<file path="config.mk">
export PLATFORM = sky130hd
export DESIGN_NAME = mem_access_stage
export DESIGN_NICKNAME = d
export VERILOG_FILES = /design/src/rtl/mem_access_stage.sv
export SDC_FILE = /design/constraint.sdc
export NUM_CORES = 1
export LEC_CHECK = 0
export BUFFER_PORTS_ARGS = -buffer_cell sky130_fd_sc_hd__buf_4
export CAP_MARGIN = 20
export CORE_MARGIN = 4
export CORE_UTILIZATION = 46
export CTS_CLUSTER_DIAMETER = 30
export DETAILED_ROUTE_END_ITERATION = 12
export GPL_TIMING_DRIVEN = 0
export PLACE_DENSITY = 0.76
export SLEW_MARGIN = 20
export SYNTH_ARGS = -nofsm -noshare
export SYNTH_HDL_FRONTEND = slang
export SYNTH_SLANG_ARGS = --single-unit
</file>
<file path="constraint.sdc">
create_clock -name clk -period 6.4 [get_ports clk]
set_clock_uncertainty 0.15 [all_clocks]
set_input_delay 0.96 -clock clk [delete_from_list [all_inputs] [get_ports clk]]
set_output_delay 0.96 -clock clk [all_outputs]
set_load 0.1 [all_outputs]
</file>
<file path="src/rtl/mem_access_stage.sv">
// DLX MEM stage: drives loads and stores over a req/ack data-memory port.
// It steers store bytes onto their lanes, formats load data, checks alignment,
// and holds stall while an access is outstanding. It presents either a bubble
// or a completed instruction to MEM/WB on every cycle.
module mem_access_stage #(
   parameter int TIMEOUT = 15,
   parameter int CNT_W   = 4
) (
   input  logic        clk,
   input  logic        reset,
   input  logic        in_valid,
   input  logic [31:0] alu_result,
   input  logic [31:0] store_data,
   input  logic [4:0]  rd_in,
   input  logic        mem_read,
   input  logic        mem_write,
   input  logic [1:0]  mem_size,
   input  logic        mem_unsigned,
   input  logic        reg_write_in,
   input  logic        mem_to_reg_in,
   output logic        dmem_req,
   output logic        dmem_we,
   output logic [31:0] dmem_addr,
   output logic [31:0] dmem_wdata,
   output logic [3:0]  dmem_be,
   input  logic [31:0] dmem_rdata,
   input  logic        dmem_ack,
   output logic [31:0] lmd_out,
   output logic [31:0] aluoutput_out,
   output logic [4:0]  rd_out,
   output logic        reg_write_out,
   output logic        mem_to_reg_out,
   output logic        stall,
   output logic        misalign_err,
   output logic        bus_err
);

   typedef enum logic [1:0] {IDLE, ACCESS, DONE} state_t;

   state_t            state_q, state_d;
   logic [CNT_W-1:0]  cnt_q, cnt_d;
   logic [31:0]       lmd_q, lmd_d;
   logic              aborted_q, aborted_d;
   logic              req_q, req_d, we_q, we_d;
   logic [31:0]       addr_q, addr_d, wdata_q, wdata_d;
   logic [3:0]        be_q, be_d;
   logic              mis_q, mis_d, bus_q, bus_d;

   logic              mem_op, is_word, is_half, illegal, mem_go, timeout_hit;
   logic [3:0]        be_new;
   logic [31:0]       wdata_new, load_fmt;
   logic [7:0]        byte_sel;
   logic [15:0]       half_sel;

   // Decode, alignment check, store lane steering and load formatting
   always_comb begin
      mem_op      = mem_read | mem_write;
      is_word     = mem_size[1];
      is_half     = (mem_size == 2'b01);
      illegal     = mem_op & ((mem_read & mem_write) |
                              (is_half & alu_result[0]) |
                              (is_word & (|alu_result[1:0])));
      mem_go      = in_valid & mem_op & ~illegal;
      timeout_hit = (cnt_q == CNT_W'(TIMEOUT - 1));
      be_new      = 4'b1111;
      wdata_new   = store_data;
      if (is_half) begin
         be_new    = alu_result[1] ? 4'b1100 : 4'b0011;
         wdata_new = {2{store_data[15:0]}};
      end else if (!is_word) begin
         be_new    = 4'b0001 << alu_result[1:0];
         wdata_new = {4{store_data[7:0]}};
      end
      byte_sel = dmem_rdata[8*alu_result[1:0] +: 8];
      half_sel = alu_result[1] ? dmem_rdata[31:16] : dmem_rdata[15:0];
      load_fmt = dmem_rdata;
      if (is_half)
         load_fmt = {{16{~mem_unsigned & half_sel[15]}}, half_sel};
      else if (!is_word)
         load_fmt = {{24{~mem_unsigned & byte_sel[7]}}, byte_sel};
   end

   // State and datapath registers; reset also drops dmem_req at once
   always_ff @(posedge clk or posedge reset) begin
      if (reset) begin
         state_q   <= IDLE;
         cnt_q     <= '0;
         lmd_q     <= '0;
         aborted_q <= 1'b0;
         req_q     <= 1'b0;
         we_q      <= 1'b0;
         addr_q    <= '0;
         wdata_q   <= '0;
         be_q      <= '0;
         mis_q     <= 1'b0;
         bus_q     <= 1'b0;
      end else begin
         state_q   <= state_d;
         cnt_q     <= cnt_d;
         lmd_q     <= lmd_d;
         aborted_q <= aborted_d;
         req_q     <= req_d;
         we_q      <= we_d;
         addr_q    <= addr_d;
         wdata_q   <= wdata_d;
         be_q      <= be_d;
         mis_q     <= mis_d;
         bus_q     <= bus_d;
      end
   end

   // Next state: issue, wait for ack or timeout, then one completion cycle
   always_comb begin
      state_d   = state_q;
      cnt_d     = cnt_q;
      lmd_d     = lmd_q;
      aborted_d = aborted_q;
      req_d     = req_q;
      we_d      = we_q;
      addr_d    = addr_q;
      wdata_d   = wdata_q;
      be_d      = be_q;
      mis_d     = 1'b0;
      bus_d     = 1'b0;
      unique case (state_q)
         IDLE: begin
            if (mem_go) begin
               state_d   = ACCESS;
               cnt_d     = '0;
               aborted_d = 1'b0;
               req_d     = 1'b1;
               we_d      = mem_write;
               addr_d    = {alu_result[31:2], 2'b00};
               wdata_d   = wdata_new;
               be_d      = be_new;
            end
            mis_d = in_valid & illegal;
         end
         ACCESS: begin
            cnt_d = cnt_q + CNT_W'(1);
            if (dmem_ack) begin
               // An ack arriving on the timeout cycle still completes normally
               state_d = DONE;
               req_d   = 1'b0;
               if (mem_read) lmd_d = load_fmt;
            end else if (timeout_hit) begin
               state_d   = DONE;
               req_d     = 1'b0;
               bus_d     = 1'b1;
               lmd_d     = '0;
               aborted_d = 1'b1;
            end
         end
         DONE:    state_d = IDLE;
         default: state_d = IDLE;
      endcase
   end

   // Outputs: bubble unless a non-memory op passes through or an access completes
   always_comb begin
      lmd_out        = '0;
      aluoutput_out  = '0;
      rd_out         = '0;
      reg_write_out  = 1'b0;
      mem_to_reg_out = 1'b0;
      stall          = 1'b0;
      unique case (state_q)
         IDLE: begin
            stall = mem_go;
            if (in_valid && !mem_op) begin
               aluoutput_out  = alu_result;
               rd_out         = rd_in;
               reg_write_out  = reg_write_in;
               mem_to_reg_out = mem_to_reg_in;
            end
         end
         ACCESS: stall = 1'b1;
         DONE: begin
            lmd_out        = lmd_q;
            aluoutput_out  = alu_result;
            rd_out         = rd_in;
            reg_write_out  = reg_write_in & ~aborted_q;
            mem_to_reg_out = mem_to_reg_in;
         end
         default: ;
      endcase
   end

   assign dmem_req     = req_q;
   assign dmem_we      = we_q;
   assign dmem_addr    = addr_q;
   assign dmem_wdata   = wdata_q;
   assign dmem_be      = be_q;
   assign misalign_err = mis_q;
   assign bus_err      = bus_q;

endmodule

</file>
Word-level counts from Yosys, hierarchy flattened
Index checks and enable logic that the tools add are counted.
{"block": "classes", "addsub": 1, "n_eq_ne": 9, "shift": 2, "n_mux": 39, "bitwise_logic": 16, "n_reduce_logical": 12}
{"op": "$mux 32", "count": 9}
{"op": "$pmux 32 s2", "count": 1}
{"op": "$shiftx 32x6->8", "count": 1}
{"op": "$mux 16", "count": 1}
{"op": "$mux 4", "count": 4}
{"op": "$mux 1", "count": 12}
{"op": "$and 1x1->1", "count": 10}
{"op": "$pmux 1 s2", "count": 5}
{"op": "$pmux 5 s2", "count": 1}
{"op": "$ne 2x2->1 const B", "count": 4}
{"op": "$pmux 4 s2", "count": 1}
{"op": "$mux 2", "count": 3}
{"op": "$reduce_and 2->1", "count": 3}
{"op": "$reduce_and 3->1", "count": 2}
{"op": "$mux 5", "count": 1}
{"op": "$add 4x1->4 const B", "count": 1}
{"op": "$eq 2x1->1 const B", "count": 2}
{"op": "$eq 4x4->1 const B", "count": 1}
{"op": "$pmux 2 s2", "count": 1}
{"op": "$reduce_and 4->1", "count": 1}
{"op": "$reduce_bool 2->1", "count": 2}
{"op": "$shl 1x2->4 const A", "count": 1}
{"op": "$ne 3x3->1 const B", "count": 1}
{"op": "$not 1->1", "count": 3}
{"op": "other kinds (6)", "count": 8}
{"block": "totals", "ff_bits": 109, "in_bits": 112, "out_inout_bits": 144}

Longest topological paths before layout
Gate-level depths: netlist (run 1).
{"block": "logic_depth", "ltp_word": 9, "depth_mapped": 9, "mapped_depth_nobuf": 7}

Worst setup path after synthesis (run 1)
No wires, ideal clock.
{"block": "synth_timing", "kind": "input port to output port", "startpoint": "in mem_size[0]", "endpoint": "out stall", "arrival_ns": 3.894, "path_slack_ns": 1.396, "cell_stages": 5, "path_cell_list": "buf_4 or2_1 buf_6 a22o_4 o21ai_0"}
{"block": "synth_between", "elab_chain_len": 8}
{"element": "start, declared", "line": "17", "source": "input logic [1:0] mem_size,"}
{"element": "$eq 2x1->1", "line": "59", "source": "is_half = (mem_size == 2'b01);"}
{"element": "$and 1x1->1", "line": "61", "source": "(is_half & alu_result[0]) |"}
{"element": "$or 1x1->1", "line": "60", "source": "illegal = mem_op & ((mem_read & mem_write) |"}
{"element": "$or 1x1->1", "line": "61"}
{"element": "$and 1x1->1", "line": "60"}
{"element": "$not 1->1", "line": "63", "source": "mem_go = in_valid & mem_op & ~illegal;"}
{"element": "$and 1x1->1", "line": "63"}
{"element": "$pmux 1 s2", "line": "167", "source": "unique case (state_q)"}
{"element": "end, declared", "line": "33", "source": "output logic stall,"}
Every way passes these cells.

Worst setup path in the final report (run 1)
{"block": "layout_timing", "startpoint": "in mem_write", "endpoint": "out aluoutput_out[26]"}
{"block": "layout_between", "elab_chain_len": 5}
{"element": "start, declared", "line": "16", "source": "input logic mem_write,"}
{"element": "$or 1x1->1", "line": "57", "source": "mem_op = mem_read | mem_write;"}
{"element": "$logic_not 1->1", "line": "170", "source": "if (in_valid && !mem_op) begin"}
{"element": "$logic_and 1x1->1", "line": "170"}
{"element": "$mux 32", "line": "170"}
{"element": "$pmux 32 s2", "line": "167"}
{"element": "end, declared", "line": "29", "source": "output logic [31:0] aluoutput_out,"}
Every way passes these cells.

==> metrics.md, run 1 <==
| Metric | Value |
|---|---|
| Starting Density | 0.4714 |
| Inst Count DP | 925 |
| First DRT Iteration DRCs | 293 |
| CP endpoint kind | output pin |
| Wire per inst | 18.72 µm |
| Endpoints failing hold | 0 |
| Via density | 5.234 |
| Max Clk Rate | 265.0 MHz |
| Max stage delay on crit path | 0.35 ns |
| Slew Limit Fails | 0 |
| Vias | 4925 |
| I/O pin cnt | 256 |
| RSZ-0062 raised after global routing | false |
| Antenna Cells | 0 |
| NumNets Final | 882 |
| EDFF count, synth | 0 |
| Drt drc | 0 |
| Die X | 119.2 µm |
| Tmin final | 3.773 ns |
| Arrival @ worst endpoint | 2.66 ns |
| Relative slew slack | 0.5311 |
| GR Util met1 | 0.2977 |
| # rows | 40 |
| H-tree depth | 3 |
| Final HPWL DP | 14.02 mm |
| Total power | 4006 µW |
| Max-Cap Viols | 0 |
| Finished Layout Cells | 941 |
| HP Class | reg2reg |
| Leakage | 0.003928 µW |
| Commonest non-fill, non-tap cells in the layout | buf_4 (259), dfrtp_1 (109), mux2_2 (77), and2_1 (69), nor2_1 (24) |
| Largest net degree at the start of global routing | 58 |
| Slew of the pin with the lowest slew margin | 0.7033 ns |
| CTS tree | done |
| Max clock buf depth | 2 |
| Area contributors post-synth | dfrtp_1 (48%), mux2_2 (15%), and2_1 (7.6%), o2bb2ai_1 (3.2%), mux2i_1 (2.8%) |
| Clock Sinks | 109 |
| Global Route met3 Usage | 0.07787 |
| Worst Path Max Fanout | 10 |
| Count of final setup violators | 0 |
| P&R area growth vs syn | 43.18% |
| Placer congestion estimate | 0.9037 |
| Crit path cell chain | buf_4 -> nor2_1 -> a21oi_1 -> nor2_1 -> clkbuf_1 -> clkbuf_1 -> and2_1 -> buf_4 |
| Post-CTS Setup Bufs | 0 |
| Clock latency at the later pin of the worst-skew pair | 0.35 ns |
| CTS Hold Bufs | 0 |
| Status | finished clean |
| Total CTS buffers | 9 |
| Detail Route Antenna Nets | 0 |
| Synth Instances | 505 |
| Primary FF master, synth | dfrtp_1 |
| Share of layout cells above drive strength 1 | 0.4864 |
| Vias in the first global route | 5251 |
| Final period util | 0.5896 |
| Ys async rst share | 1.000 |
| Seq/Total Area, Yosys | 0.4798 |
| Die area | 14200 µm² |
| CP Data Required Time | 5.29 ns |
| GR peak layer | met2 |
| Synth top area share | 0.4798 |
| DP Worst Slack | 2.626 ns |
| Startpoint Class | input port |
| Worst setup margin | 2.627 ns |
| Die height | 119.2 µm |
| P per Cell Area | 492.1 nW/µm² |
| Total gr overflow | 0 |
| Crit-path slowest cell | clkbuf_1 |
| Port buffer count | 250 |
| Overall routed net length | 17.61 mm |
| Grt met2 use | 0.4207 |
| Cell variety after synth | 47 |
| GRT Total Usage | 0.2491 |
| Post-Syn Area | 5685 µm² |
| Area of the core | 12060 µm² |
| Register bit total from synthesis | 109 |
| Initial antenna violation count | 0 |
| Crit Path Class | in2out |
| Clock-pin slew on the worst setup and hold paths | 0.08 ns |
| Ys Warns | 0 |
| DRT Pass-1 Iters | 4 |
| Root Driver | clkbuf_16 |
| VDD IR-drop max | 355.4 µV |
| First-pass GRT wire length | 27.80 mm |
| Synth Area per Inst | 11.26 µm² |
| Post_cts resized | 0 |
| Setup_tns | 0 ns |
| Most common cell after layout, fill and taps aside | buf_4 |
| Synth area leader | dfrtp_1 |
## metal layers
layer	wire length, µm	share of wire
met5	0	0
met4	471	0.027
met3	1338	0.076
met2	8965	0.51
met1	6838	0.39
## worst max-delay path, delay by kind of cell
kind | cells | cell delay [ns]
buf+inv | 4 | 1.11
simple gates | 3 | 0.50
compound gates | 1 | 0.09
## cells by family (layout without fill, tap and decap cells)
group,Yosys count,in the layout,synth area share
and+or+nand+nor,136,136,0.1347
other,1,2,0.0006596
muxes,100,100,0.1992
adders and majority gates,2,2,0.004401
xor gates and xnor gates,1,1,0.001541
buffers and inverters,47,314,0.04467
DFF,109,109,0.4798
AOI/OAI and AO/OA,109,109,0.1351
## worst paths after layout
path                                     end  startpoint  cells past startpoint  slack (ns)
setup / recovery           aluoutput_out[26]   mem_write                      8        2.63
hold / removal                      lmd_q[2]    lmd_q[2]                      1        0.33
setup reg to reg                   lmd_q[22]    cnt_q[0]                      9        4.21
hold reg to reg                     lmd_q[2]    lmd_q[2]                      1        0.33
max in group asynchronous          lmd_q[19]       reset                      3        4.95
min in group asynchronous      dmem_addr[10]       reset                      2        0.48
## Yosys cell counts, drive strengths merged, types with 7 or more instances
cell type  count
o2bb2ai       21
mux2          84
nand2         17
o22ai          8
clkbuf        21
buf           20
o21ai         22
mux2i         16
and2          69
nor2          26
nor2b          7
a22o          11
dfrtp        109
a21oi         20
## registers in the layout, summed over array words and instances, names as in the netlist
signal / cells
cnt_q: 4
lmd_q: 32
dmem_req: 1
aborted_q: 1
dmem_we: 1
bus_err: 1
dmem_addr: 30
dmem_wdata: 32
dmem_be: 4
misalign_err: 1
state_q: 2
## power breakdown
group	total [µW]	leakage [µW]	switching, µW	internal, µW
clock network	618	0.000162	269	349
logic	2290	0.00244	1740	548
registers	1100	0.00132	149	953
## metrics by stage
step / cell area (µm²) / utilization / hold WS [ns]
finish: 8140 / 0.6749 / 0.3316
global route: 8140 / 0.6749 / 0.3524
CTS: 8140 / 0.6749 / 0.3361
detailed placement: 7809 / 0.6474 / 0.3161
global placement: 7776 / 0.6447 / 0.3160
floorplan: 5689 / - / 0.2981
## area by class of cell
class                      instances  area [µm²]
tap                              168       210.2
buffer                            41       231.5
fill                             990        3921
multi-input combinational        350        2708
inverter                           6       27.53
sequential                       109        2728
clock inverter                     7       106.4
clock buffer                       9       225.2
timing repair buffer             251        1904
Power figures use the tool's default switching activity.
==> inputs of run 2 (changes only) <==
- CORE_UTILIZATION: 46 -> 43
- PLACE_DENSITY: 0.76 -> 0.75
- clock period: 6.4 -> 3.4 ns (I/O delays scaled with it)
==> run 2 against run 1 <==
  * Global-route usage shrank 0.92 points
  * Wire length grew 4.9%
  * Hold slack lost 0.23 ns
  * Critical path depth shrank 2
  * Non-clock buffer count grew 2
  * Combinational power grew 89%
  * Worst setup slack lost 2.1 ns
  * Sequential share of layout area is essentially flat
  * Clock-buffer cell count grew 3
  * Via count grew 1.9%
  * Critical endpoint is now aluoutput_out[9]
  * Largest power group unchanged
  * Power grew 85%
==> metrics.md, run 2 (synthesized netlist as in run 1, its figures left out) <==
| Metric | Value |
|---|---|
| Starting Density | 0.4451 (was 0.4714) |
| H-tree depth | 3 (unchanged) |
| Flop2flop setup slack | 1.19 ns (was 4.21 ns) |
| Setup_tns | 0 ns (unchanged) |
| CTS Hold Bufs | 0 (unchanged) |
| GR Util met1 | 0.3002 (was 0.2977) |
| Finished Cell Area | 8138 µm² (was 8140 µm²) |
| Vias | 5021 (was 4925) |
| Grt met2 use | 0.4001 (was 0.4207) |
| Die height | 123.0 µm (was 119.2 µm) |
| Drt drc | 0 (unchanged) |
| NumNets Final | 884 (was 882) |
| Gate power share | 0.584 (was 0.571) |
| DRT Pass-1 Iters | 5 (was 4) |
| HP Class | in2async (was reg2reg) |
| Commonest non-fill, non-tap cells in the layout | buf_4 (259), dfrtp_1 (109), mux2_2 (77), and2_1 (69), nor2_1 (24) (unchanged) |
| Count of final setup violators | 0 (unchanged) |
| CP endpoint kind | output pin (unchanged) |
| Crit Path Class | reg2out (was in2out) |
| Cells on worst reg2reg path | 6 (was 9) |
| Endpoints failing hold | 0 (unchanged) |
| Sw power | 4040 µW (was 2156 µW) |
| Die area | 15130 µm² (was 14200 µm²) |
| Relative slew slack | 0.5321 (was 0.5311) |
| RSZ-0062 raised after global routing | false (unchanged) |
| Worst reg2reg endpoint | dmem_addr[3] (was lmd_q[22]) |
| Vias in the first global route | 5192 (was 5251) |
| Multi-input gate area | 2713 µm² (was 2708 µm²) |
| CTS tree | done (unchanged) |
| Most common cell after layout, fill and taps aside | buf_4 (unchanged) |
| Max-Cap Viols | 0 (unchanged) |
| Placer congestion estimate | 0.9110 (was 0.9037) |
| Antenna Cells | 0 (unchanged) |
| Area of the core | 12770 µm² (was 12060 µm²) |
| Die X | 123.0 µm (was 119.2 µm) |
| Total power | 7391 µW (was 4006 µW) |
| Port buffer count | 250 (unchanged) |
| I/O pin cnt | 256 (unchanged) |
| Worst Path Max Fanout | 10 (unchanged) |
| VDD IR-drop max | 606.6 µV (was 355.4 µV) |
| Total CTS buffers | 9 (unchanged) |
| Clock latency at the later pin of the worst-skew pair | 0.36 ns (was 0.35 ns) |
| Clock-pin slew on the worst setup and hold paths | 0.07 ns (was 0.08 ns) |
| Slew of the pin with the lowest slew margin | 0.7018 ns (was 0.7033 ns) |
| Final period util | 0.8495 |
| Tmin final | 2.888 ns |
| Internal power | 3351 µW (was 1850 µW) |
| GR peak layer | met2 (unchanged) |
| P&R area growth vs syn | 43.13% (was 43.18%) |
| First DRT Iteration DRCs | 266 (was 293) |
| Critical Path End | aluoutput_out[9] (was aluoutput_out[26]) |
| Global Route met3 Usage | 0.07914 (was 0.07787) |
| Placed cell area | 7858 µm² (was 7809 µm²) |
| Post_cts resized | 0 (unchanged) |
| FF+latch area | 2728 µm² (unchanged) |
| Flop pwr share | 0.281 (was 0.275) |
| Total gr overflow | 0 (unchanged) |
| Overall routed net length | 18.47 mm (was 17.61 mm) |
| Switch share | 0.5466 (was 0.5382) |
| Final HPWL DP | 14.89 mm (was 14.02 mm) |
| Detail Route Antenna Nets | 0 (unchanged) |
| Arrival @ worst endpoint | 2.23 ns (was 2.66 ns) |
| CP Data Required Time | 2.74 ns (was 5.29 ns) |
| Largest net degree at the start of global routing | 35 (was 58) |
| Post-CTS Setup Bufs | 0 (unchanged) |
| Filler Cell Count | 1048 (was 990) |
| GRT Total Usage | 0.2399 (was 0.2491) |
| R2R Path Start | state_q[1] (was cnt_q[0]) |
| Initial antenna violation count | 1 (was 0) |
| Leakage | 0.003915 µW (was 0.003928 µW) |
| First-pass GRT wire length | 28.00 mm (was 27.80 mm) |
| Wire per inst | 19.51 µm (was 18.72 µm) |
| # rows | 41 (was 40) |
| Clk pwr share | 0.135 (was 0.154) |
| Inst Count DP | 931 (was 925) |
| Finished Layout Cells | 947 (was 941) |
| Slew Limit Fails | 0 (unchanged) |
| Startpoint Class | flop (was input port) |
| CP startpoint | state_q[1] (was mem_write) |
| Max clock buf depth | 2 (unchanged) |
| Root Driver | clkbuf_16 (unchanged) |
| Status | finished clean (unchanged) |
| Via density | 5.302 (was 5.234) |
| Share of layout cells above drive strength 1 | 0.4865 (was 0.4864) |
| Max Clk Rate | 346.2 MHz |
| Clock Sinks | 109 (unchanged) |
| P per Cell Area | 908.2 nW/µm² (was 492.1 nW/µm²) |
## run 2: worst min path at each step
stage | endpoint | cells past startpoint
final | dmem_addr[17] | 2
after global routing | dmem_wdata[8] | 2
after global placement | lmd_q[16] | 1
after detailed placement | lmd_q[28] | 1
after floorplan | lmd_q[15] | 1
after CTS | dmem_addr[17] | 2
## run 2: final cells by class
class                   count  share of cell area
repair buffers            253              0.2389
clock buffers              12             0.03029
plain buffers              41             0.02844
multi-input cells         350              0.3333
clock inverters             4            0.004151
well taps                 172             0.02645
inverters                   6            0.003229
flip-flops and latches    109              0.3352
## run 2: worst max-delay path, stage by stage (launching register included)
cell	delay, ns
dfrtp_1	0.44
a21oi_1	0.09
nor2_1	0.13
clkbuf_1	0.37
clkbuf_1	0.35
and2_1	0.19
buf_4	0.29
## run 2: power by group through the flow
stage               clock network, µW  logic, µW  registers [µW]
CTS                              1020       4340            2080
global placement                    0       4290            2070
floorplan                           0       1180            4230
global route                     1070       4450            2140
detailed placement                  0       4340            2090
finish                           1000       4320            2070
## run 2: stage by stage
step           utilization  setup slack, ns  hold WS, ns
2_1_floorplan            -          0.07444       0.2981
3_3_place_gp        0.6099           0.6056       0.3131
3_5_place_dp        0.6151           0.5644       0.3195
4_1_cts             0.6371           0.5332       0.1113
5_1_grt             0.6371           0.3553       0.1283
6_report            0.6371           0.5117       0.1006
## run 2: metal layers
layer  share of wire  vias to the layer above
met4           0.017                        2
met3           0.081                       23
met1            0.39                     2488
met2            0.51                      186
met5         0.00038                        -
li1                -                     2322
